===== src/rtl/pipe_pkg.sv =====
// Shared pipeline types and constants: inter-stage payload layouts, the NOP bubble
// and the occupancy encoding used by the skid-buffered stage register.
package pipe_pkg;

    localparam logic [31:0] NOP_INSTR = 32'h0000_0013;

    typedef struct packed {
        logic [31:0] instr;
        logic [31:0] pc;
        logic [31:0] pcplus4;
    } if_id_t;

    typedef struct packed {
        logic [31:0] pc;
        logic [31:0] rs1_val;
        logic [31:0] rs2_val;
        logic [31:0] imm;
        logic [4:0]  rd;
        logic [7:0]  ctrl;
    } id_ex_t;

    localparam int IF_ID_W = $bits(if_id_t);
    localparam int ID_EX_W = $bits(id_ex_t);

    // A bubble in IF/ID must decode as a NOP, so the instr field is not zero.
    localparam if_id_t IF_ID_BUBBLE = '{instr: NOP_INSTR, pc: 32'h0, pcplus4: 32'h0};

    // Occupancy of a skid-buffered stage, encoded as {skid_valid, main_valid}.
    localparam logic [1:0] ST_EMPTY = 2'b00;
    localparam logic [1:0] ST_ONE   = 2'b01;
    localparam logic [1:0] ST_FULL  = 2'b11;

    function automatic logic [1:0] skid_state(input logic main_valid, input logic skid_valid);
        return {skid_valid, main_valid};
    endfunction

endpackage


===== src/rtl/sat_counter.sv =====
// Event counter that sticks at its maximum value instead of wrapping.
// Synchronous active-low reset.
module sat_counter #(
    parameter int CNT_W = 16
) (
    input  logic             clk,
    input  logic             rst,
    input  logic             inc,
    output logic [CNT_W-1:0] count
);

    always_ff @(posedge clk) begin
        if (!rst) begin
            count <= '0;
        end else if (inc && (count != '1)) begin
            count <= count + CNT_W'(1);
        end
    end

endmodule


===== src/rtl/pipe_stage_reg.sv =====
// Generic valid/ready pipeline-stage register with flush-to-bubble, optional skid slot
// and saturating stall/flush performance counters.
module pipe_stage_reg
    import pipe_pkg::*;
#(
    parameter int                   PAYLOAD_W  = IF_ID_W,
    parameter int                   SKID       = 1,
    parameter logic [PAYLOAD_W-1:0] BUBBLE_VAL = '0,
    parameter int                   CNT_W      = 16
) (
    input  logic                 clk,
    input  logic                 rst,
    input  logic                 flush,
    input  logic                 in_valid,
    input  logic [PAYLOAD_W-1:0] in_data,
    output logic                 in_ready,
    output logic                 out_valid,
    output logic [PAYLOAD_W-1:0] out_data,
    input  logic                 out_ready,
    output logic [CNT_W-1:0]     stall_cnt,
    output logic [CNT_W-1:0]     flush_cnt
);

    logic accept;
    logic emit;
    logic stall_inc;

    assign accept    = in_valid && in_ready;
    assign emit      = out_valid && out_ready;
    assign stall_inc = out_valid && !out_ready && !flush;

    generate
        if (SKID == 0) begin : g_single
            // in_ready sees out_ready combinationally: a beat can enter as the held one leaves.
            assign in_ready = rst && (!out_valid || out_ready);

            always_ff @(posedge clk) begin
                if (!rst || flush) begin
                    out_valid <= 1'b0;
                    out_data  <= BUBBLE_VAL;
                end else if (accept) begin
                    out_valid <= 1'b1;
                    out_data  <= in_data;
                end else if (emit) begin
                    out_valid <= 1'b0;
                    out_data  <= BUBBLE_VAL;
                end
            end
        end else begin : g_skid
            logic                 skid_valid;
            logic [PAYLOAD_W-1:0] skid_data;
            logic [1:0]           state;

            assign state = skid_state(out_valid, skid_valid);

            // Ready depends only on the skid flop, breaking the out_ready -> in_ready path.
            assign in_ready = rst && !skid_valid;

            always_ff @(posedge clk) begin
                if (!rst || flush) begin
                    out_valid  <= 1'b0;
                    out_data   <= BUBBLE_VAL;
                    skid_valid <= 1'b0;
                    skid_data  <= BUBBLE_VAL;
                end else begin
                    case (state)
                        ST_EMPTY: begin
                            if (accept) begin
                                out_valid <= 1'b1;
                                out_data  <= in_data;
                            end
                        end
                        ST_ONE: begin
                            if (emit && accept) begin
                                out_data <= in_data;
                            end else if (emit) begin
                                out_valid <= 1'b0;
                                out_data  <= BUBBLE_VAL;
                            end else if (accept) begin
                                skid_valid <= 1'b1;
                                skid_data  <= in_data;
                            end
                        end
                        ST_FULL: begin
                            if (emit) begin
                                out_data   <= skid_data;
                                skid_valid <= 1'b0;
                                skid_data  <= BUBBLE_VAL;
                            end
                        end
                        default: begin
                            // Skid-only occupancy is unreachable; fall back to empty.
                            out_valid  <= 1'b0;
                            out_data   <= BUBBLE_VAL;
                            skid_valid <= 1'b0;
                            skid_data  <= BUBBLE_VAL;
                        end
                    endcase
                end
            end
        end
    endgenerate

    sat_counter #(.CNT_W(CNT_W)) u_stall_cnt (
        .clk   (clk),
        .rst   (rst),
        .inc   (stall_inc),
        .count (stall_cnt)
    );

    sat_counter #(.CNT_W(CNT_W)) u_flush_cnt (
        .clk   (clk),
        .rst   (rst),
        .inc   (flush),
        .count (flush_cnt)
    );

endmodule

===== config.mk =====
export PLATFORM = sky130hd
export DESIGN_NAME = pipe_stage_reg
export DESIGN_NICKNAME = d
export VERILOG_FILES = /design/src/rtl/pipe_pkg.sv /design/src/rtl/sat_counter.sv /design/src/rtl/pipe_stage_reg.sv
export SDC_FILE = /design/constraint.sdc
export NUM_CORES = 1
export LEC_CHECK = 0
export BUFFER_PORTS_ARGS = -buffer_cell sky130_fd_sc_hd__buf_2
export CAP_MARGIN = 20
export CORE_MARGIN = 2
export CORE_UTILIZATION = 45
export DETAILED_ROUTE_END_ITERATION = 12
export HOLD_SLACK_MARGIN = 0.06
export MAX_ROUTING_LAYER = met4
export PLACE_DENSITY_LB_ADDON = 0.05
export SYNTH_ARGS = -nofsm -noshare
export SYNTH_HDL_FRONTEND = slang
export SYNTH_HIERARCHICAL = 1
export SYNTH_SLANG_ARGS = --single-unit

===== constraint.sdc =====
create_clock -name clk -period 1.7 [get_ports clk]
set_clock_uncertainty 0.1 [all_clocks]
set_input_delay 0.17 -clock clk [delete_from_list [all_inputs] [get_ports clk]]
set_output_delay 0.17 -clock clk [all_outputs]
set_load 0.01 [all_outputs]

==> results.cfg, run 1 <==
[status]
status = complete, no violations

[timing]
setup_ws_ns = 0.06711
drv_slew = 0
grt_setup_unrepaired = yes
min_period_over_period = 0.9605
setup_viol = 0
slew-limit-headroom = 0.6778
timing.fmax_mhz = 612.4
final_hold_viol_count = 0
worstMarginPinSlew_ns = 0.4827
finalCriticalPeriod_ns = 1.633

[clock_tree]
cts.sink_count = 226
clock_path_buffers = 3
clk_latency_ns = 0.52
cts_root_buf = clkbuf_16
tritoncts = yes
cts_made_buffers = 25
clkTransAtPathRegs_ns = 0.06
htreeDepth = 1

[synthesis]
synth-main-ff-cell = dfxtp_1
seq_area_frac_synth = 0.5155
ys_top_cells_by_area = dfxtp_1, a222oi_1, a21oi_1
synth_top_area_share = 0.5155
synth_cells = 968
synth-seq-cells = 226
ys_types = 42
async_reset_ff_frac = 0
synth_area_mm2 = 0.008777
avgSynthCellArea_um2 = 9.067
synth_fp_nets = 1071
yosysTopAreaCell = dfxtp_1
ys_warn_count = 6
synth_edf_count = 0

[global_route]
grt_pass1_vias = 7959
grt_max_degree = 100
antenna_found_initial = 1
use_met2 = 0.3759
globalRouteMet1Util = 0.3174
grt_usage = 0.2377
grt_overflow = 0
busiest_layer = met2
grtUsageMet3 = 0.04099
grt_pass1_wl_um = 39390

[floorplanning]
die_x_um = 143.7
dieArea_mm2 = 0.02064
start_util = 0.4555
die_height_um = 143.7
rows = 51
ioPinCount = 231
core-area_mm2 = 0.01927

[placement]
place_ws_ns = -0.004045
dp_cells = 1455
gp_congestion = 0.8127
dp_hpwl_um = 15040
io_buffer_count = 230

[setup_path]
startpoint_type = register
cp_max_fo = 10
crit_required_ns = 2.03
worstPathArrival_ns = 1.96
path_class = register to register
worst_setup_path_end_kind = register

[cells_and_area]
fin_util = 0.6533
finalNetCount = 1424
syn_to_final_growth_pct = 43.44
fin_cells = 1602
drive_gt1_frac = 0.2822

[pwr]
worst_ir_drop_vdd_mv = 0.6977
total_power_w = 0.01146
p_leak_nw = 5.717
pwr_density_cell_mw_per_mm2 = 910.4

[worst_hold_path]
hold_class = primary input to register

[drt]
vias = 8660
detail_route.iter0.violations = 724
firstDrtPassIters = 6
drt-total-wl_um = 25380
route.detailed.drc = 0
post_drt_wl_per_cell_um = 15.84
routed_via_density = 5.406
ant_nets = 0

[job]
cap_viol_max_count = 0
==> cell families after synthesis <==
group                      count (synthesis)  synth area share
and+or+nand+nor                          306            0.1769
DFF                                      226            0.5155
adders and majority gates                  2          0.002851
AOI/OAI and AO/OA                        241            0.1996
buffers and inverters                    183           0.09437
muxes                                      6          0.006843
xor gates and xnor gates                   4          0.003992
==> state kept, by name (all words and copies together) (netlist names) <==
name,flops
u_flush_cnt/count,16
out_data,96
out_valid,1
u_stall_cnt/count,16
g_skid.skid_valid,1
g_skid.skid_data,96
==> final timing paths <==
check | startpoint | endpoint | slack (ns) | depth (start not counted)
max | u_flush_cnt/count[1] | u_flush_cnt/count[9] | 0.07 | 5
min | out_ready | out_data[95] | 0.1 | 6
max reg2reg | u_flush_cnt/count[1] | u_flush_cnt/count[9] | 0.07 | 5
min reg2reg | g_skid.skid_data[5] | out_data[5] | 0.35 | 2
==> where the power goes <==
group / internal, W / switching, W / total (W)
registers: 0.00538 / 0.0000484 / 0.00543
logic: 0.000425 / 0.000407 / 0.000832
clock network: 0.00311 / 0.00209 / 0.00520
==> layout make-up <==
type                            count  area [um^2]
Sequential cell                   226         4541
Clock buffer                       40        782.0
Tap cell                          265        331.6
Antenna cell                        1        2.502
Clock inverter                      2        13.76
Fill cell                        1643         6681
Multi-Input combinational cell    559         3558
Inverter                          105        394.1
Timing Repair Buffer              404         2967
==> worst max-delay path: stages, from the launching register on <==
cell	delay [ns]
dfxtp_1	0.36
buf_4	0.14
and4_1	0.23
nand2_4	0.10
or4_1	0.48
a21oi_1	0.15
==> metrics by stage <==
step | hold WS [ns] | area (um^2) | setup TNS (ns)
after global routing | 0.1507 | 12590 | -0.7136
final | 0.09800 | 12590 | 0
after CTS | 0.07411 | 12430 | 0
after detailed placement | 0.3130 | 10620 | -0.008015
after global placement | 0.3084 | 10620 | 0
after floorplan | 0.2034 | 8797 | 0
==> layout by cell type, fill, tap and decap left out, drive strengths merged <==
cell,synthesis,final
a21oi,116,116
a222oi,95,95
a311oi,1,1
and4,6,6
buf,57,301
clkbuf,21,42
clkinv,0,1
dfxtp,226,226
diode,0,1
dlygate4sd3,0,101
ha,2,2
inv,105,106
mux2i,6,6
nand2,119,119
nand2b,8,8
nand3,108,108
nand3b,3,3
nand4,9,9
nor2,14,14
nor2b,1,1
nor3,6,6
nor3b,4,4
nor4,8,8
nor4bb,2,2
o211a,2,2
o211ai,2,2
o21ai,11,11
o311ai,2,2
o31ai,10,10
o41ai,2,2
or2,1,1
or3,7,7
or4,10,10
xnor2,2,2
xor2,2,2
==> routing by layer <==
metal	routed length, um	up-vias
li1	-	4231
met1	11050	4076
met2	11910	322
met3	2013	31
met4	409	0
met5	0	-
==> cell usage after synthesis (3+ instances only) <==
cell and n:
dfxtp_1 226, o21ai_0 11, clkbuf_1 21, nor4_1 6, nand2_1 119, nand3b_1 3, buf_6 12, nand3_1 108
buf_1 10, or4_1 10, mux2i_1 6, o31ai_1 10, nor3_1 5, buf_4 3, nor3b_1 3, nand4_1 7
a21oi_1 115, a222oi_1 95, or3_1 4, nor2_1 13, and4_1 6, or3_4 3, inv_1 105, buf_2 32
nand2b_1 8
==> repair_timing <==
| action | 4_1_cts | 5_1_grt |
|---|---|---|
| cloned | 0 | 1 |
| setup endpoints to repair | 3 | 151 |
| hold buffers | 101 | 0 |
| buffers inserted | 0 | 2 |
| pin swaps | 0 | 15 |
| resized for setup | 2 | 29 |
| hold endpoints to repair | 202 | 0 |
Note: power is estimated with default switching activity, not from simulation.
==> run 2: changes to the inputs <==
--- a/config.mk
+++ b/config.mk
@@ -8,7 +8,7 @@
 export BUFFER_PORTS_ARGS = -buffer_cell sky130_fd_sc_hd__buf_2
 export CAP_MARGIN = 20
 export CORE_MARGIN = 2
-export CORE_UTILIZATION = 45
+export CORE_UTILIZATION = 55
 export DETAILED_ROUTE_END_ITERATION = 12
 export HOLD_SLACK_MARGIN = 0.06
 export MAX_ROUTING_LAYER = met4
==> constraint.sdc (replaced) <==
create_clock -name clk -period 2.08 [get_ports clk]
set_clock_uncertainty 0.1 [all_clocks]
set_input_delay 0.208 -clock clk [delete_from_list [all_inputs] [get_ports clk]]
set_output_delay 0.208 -clock clk [all_outputs]
set_load 0.01 [all_outputs]
==> run 2 against run 1 <==
Effect of this change:
- power is 19% lower
- worst hold slack worse by 0.0097 ns
- cell area fell by 5.6%
- combinational power shrank 22%
- non-clock buffer count is 55 lower
- die area down 18%
- routed wire length decreased by 2.9%
- critical endpoint is now g_skid.skid_data[93]
- highest routed layer unchanged
==> results.cfg, run 2 (synthesis gave the netlist of run 1 again) <==
[setup_path]
cp_max_fo = 60
worstPathArrival_ns = 2.25
path_class = register to register
worst_setup_path_end_kind = register
critPathBufInv = 1
crit_required_ns = 2.40
slowest_delay_ns = 0.54
startpoint_type = register
cp_top_family = simple AND/OR/NAND/NOR gates
slowest_stage = dfxtp_1
path_cells = nand3b_1, or2_4, buf_12, nand3_1, a21oi_1

[drt]
ant_nets = 0
route.detailed.drc = 0
post_drt_wl_per_cell_um = 16.43
detail_route.iter0.violations = 984
firstDrtPassIters = 7
vias = 8495
drt-total-wl_um = 24640
routed_via_density = 5.667

[pwr]
worst_ir_drop_vdd_mv = 0.6453
p_leak_nw = 5.343
pwr_density_cell_mw_per_mm2 = 785.7

[global_route]
grt_usage = 0.2784
grt_pass1_vias = 7790
antenna_found_initial = 0
grt_overflow = 0
grt_max_degree = 65
grt_pass1_wl_um = 38010

[cells_and_area]
final_area_mm2 = 0.01189
syn_to_final_growth_pct = 35.42
final_common_cell = buf_2
reg_top3 = g_skid.skid_data x96, out_data x96
drive_gt1_frac = 0.2356
mostFrequentLayoutCells = buf_2, dfxtp_1, nand2_1
finalNetCount = 1368
fin_util = 0.7565

[timing]
finalCriticalPeriod_ns = 1.932
grt_setup_unrepaired = no
slew-limit-headroom = 0.5531
final_hold_viol_count = 0
fin_worst_hold_slack_ns = 0.08826
min_period_over_period = 0.9288
worstMarginPinSlew_ns = 0.6704
drv_slew = 0
final.setup.tns_ns = 0
timing.fmax_mhz = 517.6
setup_viol = 0

[clock_tree]
cts_made_buffers = 24
cts.sink_count = 226
htreeDepth = 1
clock_path_buffers = 3
tritoncts = yes
clkTransAtPathRegs_ns = 0.06
clk_latency_ns = 0.50
cts_root_buf = clkbuf_16

[floorplanning]
core-area_mm2 = 0.01571
ioPinCount = 231
die_height_um = 130.3
rows = 46
die_x_um = 130.3
dieArea_mm2 = 0.01698
start_util = 0.5586

[placement]
io_buffer_count = 230
gp_congestion = 0.7974
post_dp_cell_area_mm2 = 0.01010
dp_hpwl_um = 13650

[job]
cap_viol_max_count = 0

[status]
status = complete, no violations

[worst_hold_path]
hold_class = primary input to register
==> run 2: changes by cell type in the layout (fill, tap and decap cells not counted), sizes merged <==
cell	before	now
clkbuf	42	34
bufinv	0	2
clkinvlp	0	1
buf	301	250
clkinv	1	5
dlygate4sd3	101	99
==> run 2: routing by layer <==
| layer | wire [um] | global-route usage |
|---|---|---|
| met1 | 10420 | 0.3592 |
| met2 | 11950 | 0.4496 |
| met4 | 444 | 0.08223 |
| met3 | 1819 | 0.04961 |
| met5 | 0 | - |
==> run 2: area by class of cell <==
cell class	count	area, um^2
Sequential cell	226	4524
Fill cell	1159	3826
Multi-Input combinational cell	559	3462
Timing Repair Buffer	349	2442
Clock buffer	34	689.4
Inverter	105	394.1
Tap cell	216	270.3
Clock inverter	9	101.3
Antenna cell	1	2.502
==> run 2: report_power, final <==
| group | total (W) | internal (W) | switching [W] |
|---|---|---|---|
| logic | 0.000649 | 0.000323 | 0.000327 |
| clock network | 0.00425 | 0.00256 | 0.00169 |
| registers | 0.00444 | 0.00440 | 0.0000427 |
==> run 2: what timing repair did <==
| item | CTS | global route |
|---|---|---|
| endpoints found under the hold margin | 196 | 0 |
| gates resized for setup | 0 | 1 |
| hold buffers | 99 | 0 |
| buffers inserted | 0 | 0 |
| endpoints found under the setup margin | 0 | 1 |
==> run 2: path summary, 6_finish.rpt <==
kind / start / to / slack (ns) / cells after the start
max reg2reg: g_skid.skid_valid / g_skid.skid_data[93] / 0.15 / 5
min: rst / u_stall_cnt/count[10] / 0.09 / 3
min reg2reg: g_skid.skid_data[43] / out_data[43] / 0.36 / 2
max: g_skid.skid_valid / g_skid.skid_data[93] / 0.15 / 5
==> run 2: tightest hold or removal path, cell delays in order <==
cell and delay, ns:
buf_2 0.13, buf_4 0.19, o211a_1 0.11
==> run 2: through the flow <==
step	setup slack, ns	power (W)	std cells
global placement	0.3053	0.005017	1356
CTS	0.2038	0.009397	1498
global route	0.05595	0.009631	1498
floorplan	0.1339	0.004767	968
finish	0.1482	0.009339	1499
detailed placement	0.2348	0.005024	1356
